$ cat config.mk
export PLATFORM = sky130hd
export DESIGN_NAME = systolic_batch_sched
export DESIGN_NICKNAME = d
export VERILOG_FILES = /design/src/rtl/sched_pkg.sv /design/src/rtl/sched_row_fetch.sv /design/src/rtl/systolic_batch_sched.sv
export SDC_FILE = /design/constraint.sdc
export NUM_CORES = 1
export LEC_CHECK = 0
export CORE_MARGIN = 1.5
export CORE_UTILIZATION = 36
export CTS_BUF_LIST = sky130_fd_sc_hd__clkbuf_4
export CTS_CLUSTER_SIZE = 30
export DETAILED_ROUTE_END_ITERATION = 6
export HOLD_SLACK_MARGIN = 0.05
export MAX_ROUTING_LAYER = met4
export PLACE_DENSITY = 0.81
export REMOVE_ABC_BUFFERS = 1
export SYNTH_ARGS = -nofsm -noshare
export SYNTH_HDL_FRONTEND = slang
export SYNTH_HIERARCHICAL = 1
export SYNTH_SLANG_ARGS = --single-unit
$ cat constraint.sdc
create_clock -name i_clk -period 5.77 [get_ports i_clk]
set_clock_uncertainty 0.1 [all_clocks]
set_input_delay 1.154 -clock i_clk [delete_from_list [all_inputs] [get_ports i_clk]]
set_output_delay 1.154 -clock i_clk [all_outputs]
set_load 0.02 [all_outputs]
$ cat src/rtl/sched_pkg.sv
// sched_pkg: constants and FSM state type shared by the batch scheduler,
// the batch buffers and the SPI serializer.
package sched_pkg;

    localparam int SCHED_ROWS      = 8;
    localparam int SCHED_ROW_W     = 64;
    localparam int SCHED_ROW_AW    = $clog2(SCHED_ROWS);
    localparam int SCHED_DRAIN_CYC = 16;
    localparam int SCHED_TIMEOUT_W = 16;

    typedef enum logic [1:0] {
        IDLE,
        FETCH,
        DRAIN,
        HANDOFF
    } sched_state_e;

endpackage

$ cat src/rtl/sched_row_fetch.sv
// sched_row_fetch: two-phase row reader. Phase 0 raises the shared read
// strobe with the row address; phase 1 is the buffer latency cycle, at the
// end of which both rows are captured and presented to the array for one
// cycle. The top FSM starts it, may abort it, and watches done.
module sched_row_fetch
    import sched_pkg::*;
#(
    parameter int ROWS   = SCHED_ROWS,
    parameter int ROW_W  = SCHED_ROW_W,
    parameter int ROW_AW = SCHED_ROW_AW
) (
    input  logic              clk,
    input  logic              clr_n,
    input  logic              start,
    input  logic              abort,
    output logic              done,
    output logic              rd_clk,
    output logic [ROW_AW-1:0] rd_row,
    input  logic [ROW_W-1:0]  data_row,
    input  logic [ROW_W-1:0]  weight_row,
    output logic [ROW_W-1:0]  arr_data,
    output logic [ROW_W-1:0]  arr_weight,
    output logic              arr_valid
);

    localparam logic [ROW_AW-1:0] LAST_ROW = ROW_AW'(ROWS - 1);

    logic              active;
    logic              phase;
    logic [ROW_AW-1:0] row;
    logic [ROW_W-1:0]  data_p1;
    logic [ROW_W-1:0]  weight_p1;
    logic              vld_p1;

    // Last row is being captured on this edge.
    assign done = active && phase && (row == LAST_ROW);

    assign arr_data   = data_p1;
    assign arr_weight = weight_p1;
    assign arr_valid  = vld_p1;

    // Strobe/phase sequencing and the single capture stage towards the array
    always_ff @(posedge clk) begin
        if (!clr_n) begin
            active    <= 1'b0;
            phase     <= 1'b0;
            row       <= '0;
            rd_clk    <= 1'b0;
            rd_row    <= '0;
            data_p1   <= '0;
            weight_p1 <= '0;
            vld_p1    <= 1'b0;
        end else begin
            // Array inputs carry a row for exactly one cycle, zero otherwise.
            vld_p1    <= 1'b0;
            data_p1   <= '0;
            weight_p1 <= '0;
            if (abort) begin
                active <= 1'b0;
                phase  <= 1'b0;
                row    <= '0;
                rd_clk <= 1'b0;
                rd_row <= '0;
            end else if (start) begin
                active <= 1'b1;
                phase  <= 1'b0;
                row    <= '0;
                rd_clk <= 1'b1;
                rd_row <= '0;
            end else if (active) begin
                if (!phase) begin
                    rd_clk <= 1'b0;
                    phase  <= 1'b1;
                end else begin
                    // ---- capture stage: buffer rows valid now ----
                    data_p1   <= data_row;
                    weight_p1 <= weight_row;
                    vld_p1    <= 1'b1;
                    phase     <= 1'b0;
                    row       <= row + ROW_AW'(1);
                    if (row == LAST_ROW) begin
                        active <= 1'b0;
                        rd_clk <= 1'b0;
                        rd_row <= '0;
                    end else begin
                        rd_clk <= 1'b1;
                        rd_row <= row + ROW_AW'(1);
                    end
                end
            end
        end
    end

endmodule

$ cat src/rtl/systolic_batch_sched.sv
// systolic_batch_sched: runs one matrix batch through the systolic array:
// wait for both buffers, fetch all rows in lockstep, let the array drain,
// then hold results for the SPI serializer until it clears the array.
// Optional feature macro: SCHED_PERF_EN adds o_perf_cyc, the cycle count
// from FETCH entry to o_done of the last successful batch.
module systolic_batch_sched
    import sched_pkg::*;
#(
    parameter int ROWS      = SCHED_ROWS,
    parameter int ROW_W     = SCHED_ROW_W,
    parameter int ROW_AW    = SCHED_ROW_AW,
    parameter int DRAIN_CYC = SCHED_DRAIN_CYC,
    parameter int TIMEOUT_W = SCHED_TIMEOUT_W
) (
    input  logic              i_clk,
    input  logic              i_clr_n,
    input  logic              i_data_rdy,
    input  logic              i_weight_rdy,
    output logic              o_rd_clk,
    output logic [ROW_AW-1:0] o_rd_row,
    input  logic [ROW_W-1:0]  i_data_row,
    input  logic [ROW_W-1:0]  i_weight_row,
    output logic [ROW_W-1:0]  o_arr_data,
    output logic [ROW_W-1:0]  o_arr_weight,
    output logic              o_arr_valid,
    output logic              o_res_valid,
    input  logic              i_ser_clr,
    output logic              o_busy,
    output logic              o_done,
    output logic              o_err
`ifdef SCHED_PERF_EN
    ,
    output logic [15:0]       o_perf_cyc
`endif
);

    localparam int DCNT_W = $clog2(DRAIN_CYC) + 1;
    localparam logic [DCNT_W-1:0] DRAIN_LAST = DCNT_W'(DRAIN_CYC - 1);
    // The timeout counter saturates at all-ones; leaving from the cycle whose
    // increment would reach it keeps o_res_valid up for 2^TIMEOUT_W-1 cycles.
    localparam logic [TIMEOUT_W-1:0] TMO_LAST = {{(TIMEOUT_W-1){1'b1}}, 1'b0};

    sched_state_e         state;
    logic [DCNT_W-1:0]    dcnt;
    logic [TIMEOUT_W-1:0] tmo;
    logic                 both_rdy;
    logic                 start;
    logic                 abort;
    logic                 fetch_done;

    assign both_rdy = i_data_rdy && i_weight_rdy;
    assign start    = (state == IDLE) && both_rdy;
    assign abort    = (state == FETCH) && !both_rdy;

    sched_row_fetch #(
        .ROWS   (ROWS),
        .ROW_W  (ROW_W),
        .ROW_AW (ROW_AW)
    ) u_fetch (
        .clk        (i_clk),
        .clr_n      (i_clr_n),
        .start      (start),
        .abort      (abort),
        .done       (fetch_done),
        .rd_clk     (o_rd_clk),
        .rd_row     (o_rd_row),
        .data_row   (i_data_row),
        .weight_row (i_weight_row),
        .arr_data   (o_arr_data),
        .arr_weight (o_arr_weight),
        .arr_valid  (o_arr_valid)
    );

    // Batch FSM: sequencing, drain timing, serializer handoff and status flags
    always_ff @(posedge i_clk) begin
        if (!i_clr_n) begin
            state       <= IDLE;
            dcnt        <= '0;
            tmo         <= '0;
            o_busy      <= 1'b0;
            o_done      <= 1'b0;
            o_err       <= 1'b0;
            o_res_valid <= 1'b0;
        end else begin
            o_done <= 1'b0;
            unique case (state)
                IDLE: begin
                    if (both_rdy) begin
                        o_err  <= 1'b0;
                        o_busy <= 1'b1;
                        state  <= FETCH;
                    end
                end
                FETCH: begin
                    if (!both_rdy) begin
                        o_err  <= 1'b1;
                        o_busy <= 1'b0;
                        state  <= IDLE;
                    end else if (fetch_done) begin
                        // The last row is still on the array bus during the
                        // first DRAIN cycle; the drain count includes it.
                        dcnt  <= '0;
                        state <= DRAIN;
                    end
                end
                DRAIN: begin
                    if (dcnt == DRAIN_LAST) begin
                        tmo         <= '0;
                        o_res_valid <= 1'b1;
                        state       <= HANDOFF;
                    end else begin
                        dcnt <= dcnt + DCNT_W'(1);
                    end
                end
                HANDOFF: begin
                    if (i_ser_clr) begin
                        o_done      <= 1'b1;
                        o_res_valid <= 1'b0;
                        o_busy      <= 1'b0;
                        state       <= IDLE;
                    end else if (tmo == TMO_LAST) begin
                        o_err       <= 1'b1;
                        o_res_valid <= 1'b0;
                        o_busy      <= 1'b0;
                        state       <= IDLE;
                    end else begin
                        tmo <= tmo + TIMEOUT_W'(1);
                    end
                end
                default: begin
                    state <= IDLE;
                end
            endcase
        end
    end

`ifdef SCHED_PERF_EN
    function automatic logic [15:0] sat_inc16(input logic [15:0] v);
        return (v == 16'hFFFF) ? v : v + 16'd1;
    endfunction

    logic [15:0] cyc_cnt;

    // Cycle count since FETCH entry, latched into o_perf_cyc on a successful handoff
    always_ff @(posedge i_clk) begin
        if (!i_clr_n) begin
            cyc_cnt    <= '0;
            o_perf_cyc <= '0;
        end else begin
            if (start) begin
                cyc_cnt <= '0;
            end else if (state != IDLE) begin
                cyc_cnt <= sat_inc16(cyc_cnt);
            end
            if ((state == HANDOFF) && i_ser_clr) begin
                o_perf_cyc <= sat_inc16(cyc_cnt);
            end
        end
    end
`endif

endmodule

==> flow_summary.yaml <==
outcome:
  status: "finished, final reports clean"
clock_network:
  insertion_delay_ns: 0.55
  htreeDepth: 4
  clk_path_buf_depth: 2
  path_clk_slew_ns: 0.14
  post-cts-setup-buffers: 0
  ctsHoldBuffers: 0
  cts_sinks: 164
  cts_resized: 0
  cts_made_buffers: 17
  cts_root_buf: "clkbuf_4"
  cts_tree: "yes"
sta:
  fin_crit_sh_pct: 53.1
  setup_ws_ns: 2.70
  rsz0062_at_grt: "no"
  setup-tns-final_ns: 0
  drv_slew: 0
  slew_headroom_pct: 23.5
  fin_crit_ns: 3.07
  final_hold_viol_count: 0
  worst_pin_slew_ns: 1.14
  fmax_mhz: 326
  setup_viol: 0
power:
  swShare_pct: 25.8
  finalPower_uw: 1970
  peakVddDrop_v: 0.000156
  power_frac_clock_pct: 32.4
  p_sw_uw: 507
  p_per_area_mw_per_mm2: 220
  combinationalPowerShare_pct: 9.3
  intPower_uw: 1460
  p_leak_uw: 0.00350
  seqPwrFrac_pct: 58.3
route:
  vias: 4910
  initialDrtViolationCount: 228
  first_pass_iters: 4
  wl_microns: 15300
  viasPerCell: 4.48
  wl_per_cell_microns: 14.0
  ant_nets: 0
  drc: 0
synth:
  synth_cell_types: 45
  syn_area_per_cell_sq_um: 9.58
  synth_ff_type: "dfxtp_1"
  syn_area_sq_mm: 0.00588
  async_flop_share_pct: 0
  seq_area_frac_synth_pct: 55.8
  synth_edf_count: 0
  synth_seq_cells: 164
  netlist_instances: 614
  yosys_warnings: 6
worst_setup_path:
  critPathMaxFanout: 82
  crit_required_ns: 6.05
  crit_path_end_kind: "register"
  worstSetupPathType: "input pin to register"
  critPathLaunchType: "input pin"
  critical_path_arrival_ns: 3.35
final_layout:
  nNetsFinal: 1006
  final_cell_mix: "269 x clkdlybuf4s50_1, 164 x dfxtp_1, 137 x inv_1"
  n_fill_cell: 1405
  final_cell_area_sq_mm: 0.00893
  drive_gt1_share_pct: 10.6
  area_delta_synth_final_pct: 51.8
  n_antenna_cell: 0
  mostFrequentLayoutCell: "clkdlybuf4s50_1"
worst_hold_path:
  min_path_type: "register to register"
placement:
  placed_area_sq_mm: 0.00867
  io_buffers: 269
  hpwlAfterDp_microns: 11200
  gp_congestion: 0.806
  place_ws_ns: 2.16
die:
  rows: 46
  dieArea_sq_mm: 0.0171
  initial_core_util_pct: 36.9
  die_h_microns: 131
  io-pin-count: 270
  core_area_sq_mm: 0.0159
  die_x_microns: 131
global_route:
  grt_max_degree: 86
  grt_pass1_wl_microns: 23300
  antenna_found_initial: 0
  grt_overflow: 0
  grt_use_total_pct: 18.4
  grt_pass1_vias: 4637
flow_run:
  cap_violations: 0
synthesized netlist by cell type (2+ instances only):
cell | n | area (sq um)
a21bo_2 | 6 | 60.1
a21oi_1 | 23 | 115
a31oi_1 | 4 | 25.0
and3_1 | 3 | 18.8
buf_2 | 18 | 90.1
buf_6 | 6 | 67.6
clkbuf_1 | 12 | 45.0
dfxtp_1 | 164 | 3280
ha_1 | 6 | 75.1
inv_1 | 137 | 514
mux2i_1 | 2 | 20.0
nand2_1 | 17 | 63.8
nand2b_1 | 6 | 37.5
nand3_1 | 6 | 30.0
nand3b_1 | 3 | 22.5
nand4_1 | 5 | 31.3
nor2_1 | 10 | 37.5
nor3_1 | 80 | 400
nor3_2 | 50 | 500
o211ai_1 | 2 | 15.0
o21a_1 | 2 | 15.0
o21ai_0 | 5 | 25.0
o31ai_1 | 8 | 60.1
o41ai_1 | 2 | 17.5
or3_1 | 5 | 31.3
or3b_1 | 2 | 17.5
or4_1 | 10 | 75.1
xnor2_1 | 2 | 17.5
xor2_1 | 2 | 17.5
critical path, stage by stage:
cell and delay, ns:
clkdlybuf4s50_1 0.50, nand3b_1 0.18, nor2_1 0.18, or3b_4 0.68, buf_12 0.44, nor3_1 0.11
path summary, 6_finish.rpt:
check | start | end | slack [ns] | cells after the start
worst max-delay path | i_weight_rdy | u_fetch/arr_weight[21]$_SDFF_PP0_ | 2.70 | 6
worst min-delay path | tmo[9]$_SDFFE_PN0P_ | tmo[9]$_SDFFE_PN0P_ | 0.38 | 2
worst max register to register | register | u_fetch/arr_weight[21]$_SDFF_PP0_ | 3.25 | 5
worst min register to register | tmo[9]$_SDFFE_PN0P_ | tmo[9]$_SDFFE_PN0P_ | 0.38 | 2
sequential cells by signal, summed over array words and instances, names as in the netlist, named ones only:
| register | count |
|---|---|
| u_fetch/active | 1 |
| dcnt | 5 |
| u_fetch/rd_row | 3 |
| o_busy | 1 |
| tmo | 16 |
| u_fetch/arr_valid | 1 |
| u_fetch/phase | 1 |
| o_res_valid | 1 |
| o_err | 1 |
| u_fetch/rd_clk | 1 |
| o_done | 1 |
| u_fetch/row | 2 |
| u_fetch/arr_weight | 64 |
| state | 1 |
| u_fetch/arr_data | 64 |
routing by layer:
| metal | vias up | global-route usage (%) | wire length [microns] |
|---|---|---|---|
| met5 | - | - | 0 |
| met4 | 0 | 6.92 | 363 |
| met3 | 25 | 6.47 | 1040 |
| met2 | 157 | 30.2 | 7840 |
| met1 | 2237 | 20.7 | 6060 |
| li1 | 2491 | - | - |
area by class of cell:
cell class | instances | area, sq um | share of cell area, %
well taps | 216 | 270 | 3.03
repair buffers | 271 | 2720 | 30.5
flip-flops and latches | 164 | 3280 | 36.8
clock buffers | 17 | 128 | 1.43
multi-input cells | 276 | 1890 | 21.1
inverters | 137 | 514 | 5.76
clock inverters | 14 | 128 | 1.43
through the flow:
| stage | util [%] | hold WS (ns) | instances |
|---|---|---|---|
| floorplan | - | 0.346 | 577 |
| global placement | 54.4 | 0.354 | 1064 |
| detailed placement | 54.4 | 0.364 | 1064 |
| CTS | 56.0 | 0.380 | 1095 |
| global route | 56.0 | 0.424 | 1095 |
| finish | 56.0 | 0.383 | 1095 |
cells by family after synthesis:
group	synth area share [%]
mux	0.340
buf+inv	12.3
compound gates	6.38
flops	55.8
xor+xnor	0.595
simple gates	23.1
fa+ha+maj	1.45
power by group through the flow:
stage | Sequential, uW | Combinational (uW) | Clock, uW
after floorplan | 1180 | 60.8 | 0
after global placement | 1170 | 183 | 0
after detailed placement | 1170 | 184 | 0
after CTS | 1150 | 185 | 662
after global routing | 1150 | 200 | 706
final | 1150 | 184 | 637
Power figures use the tool's default switching activity.
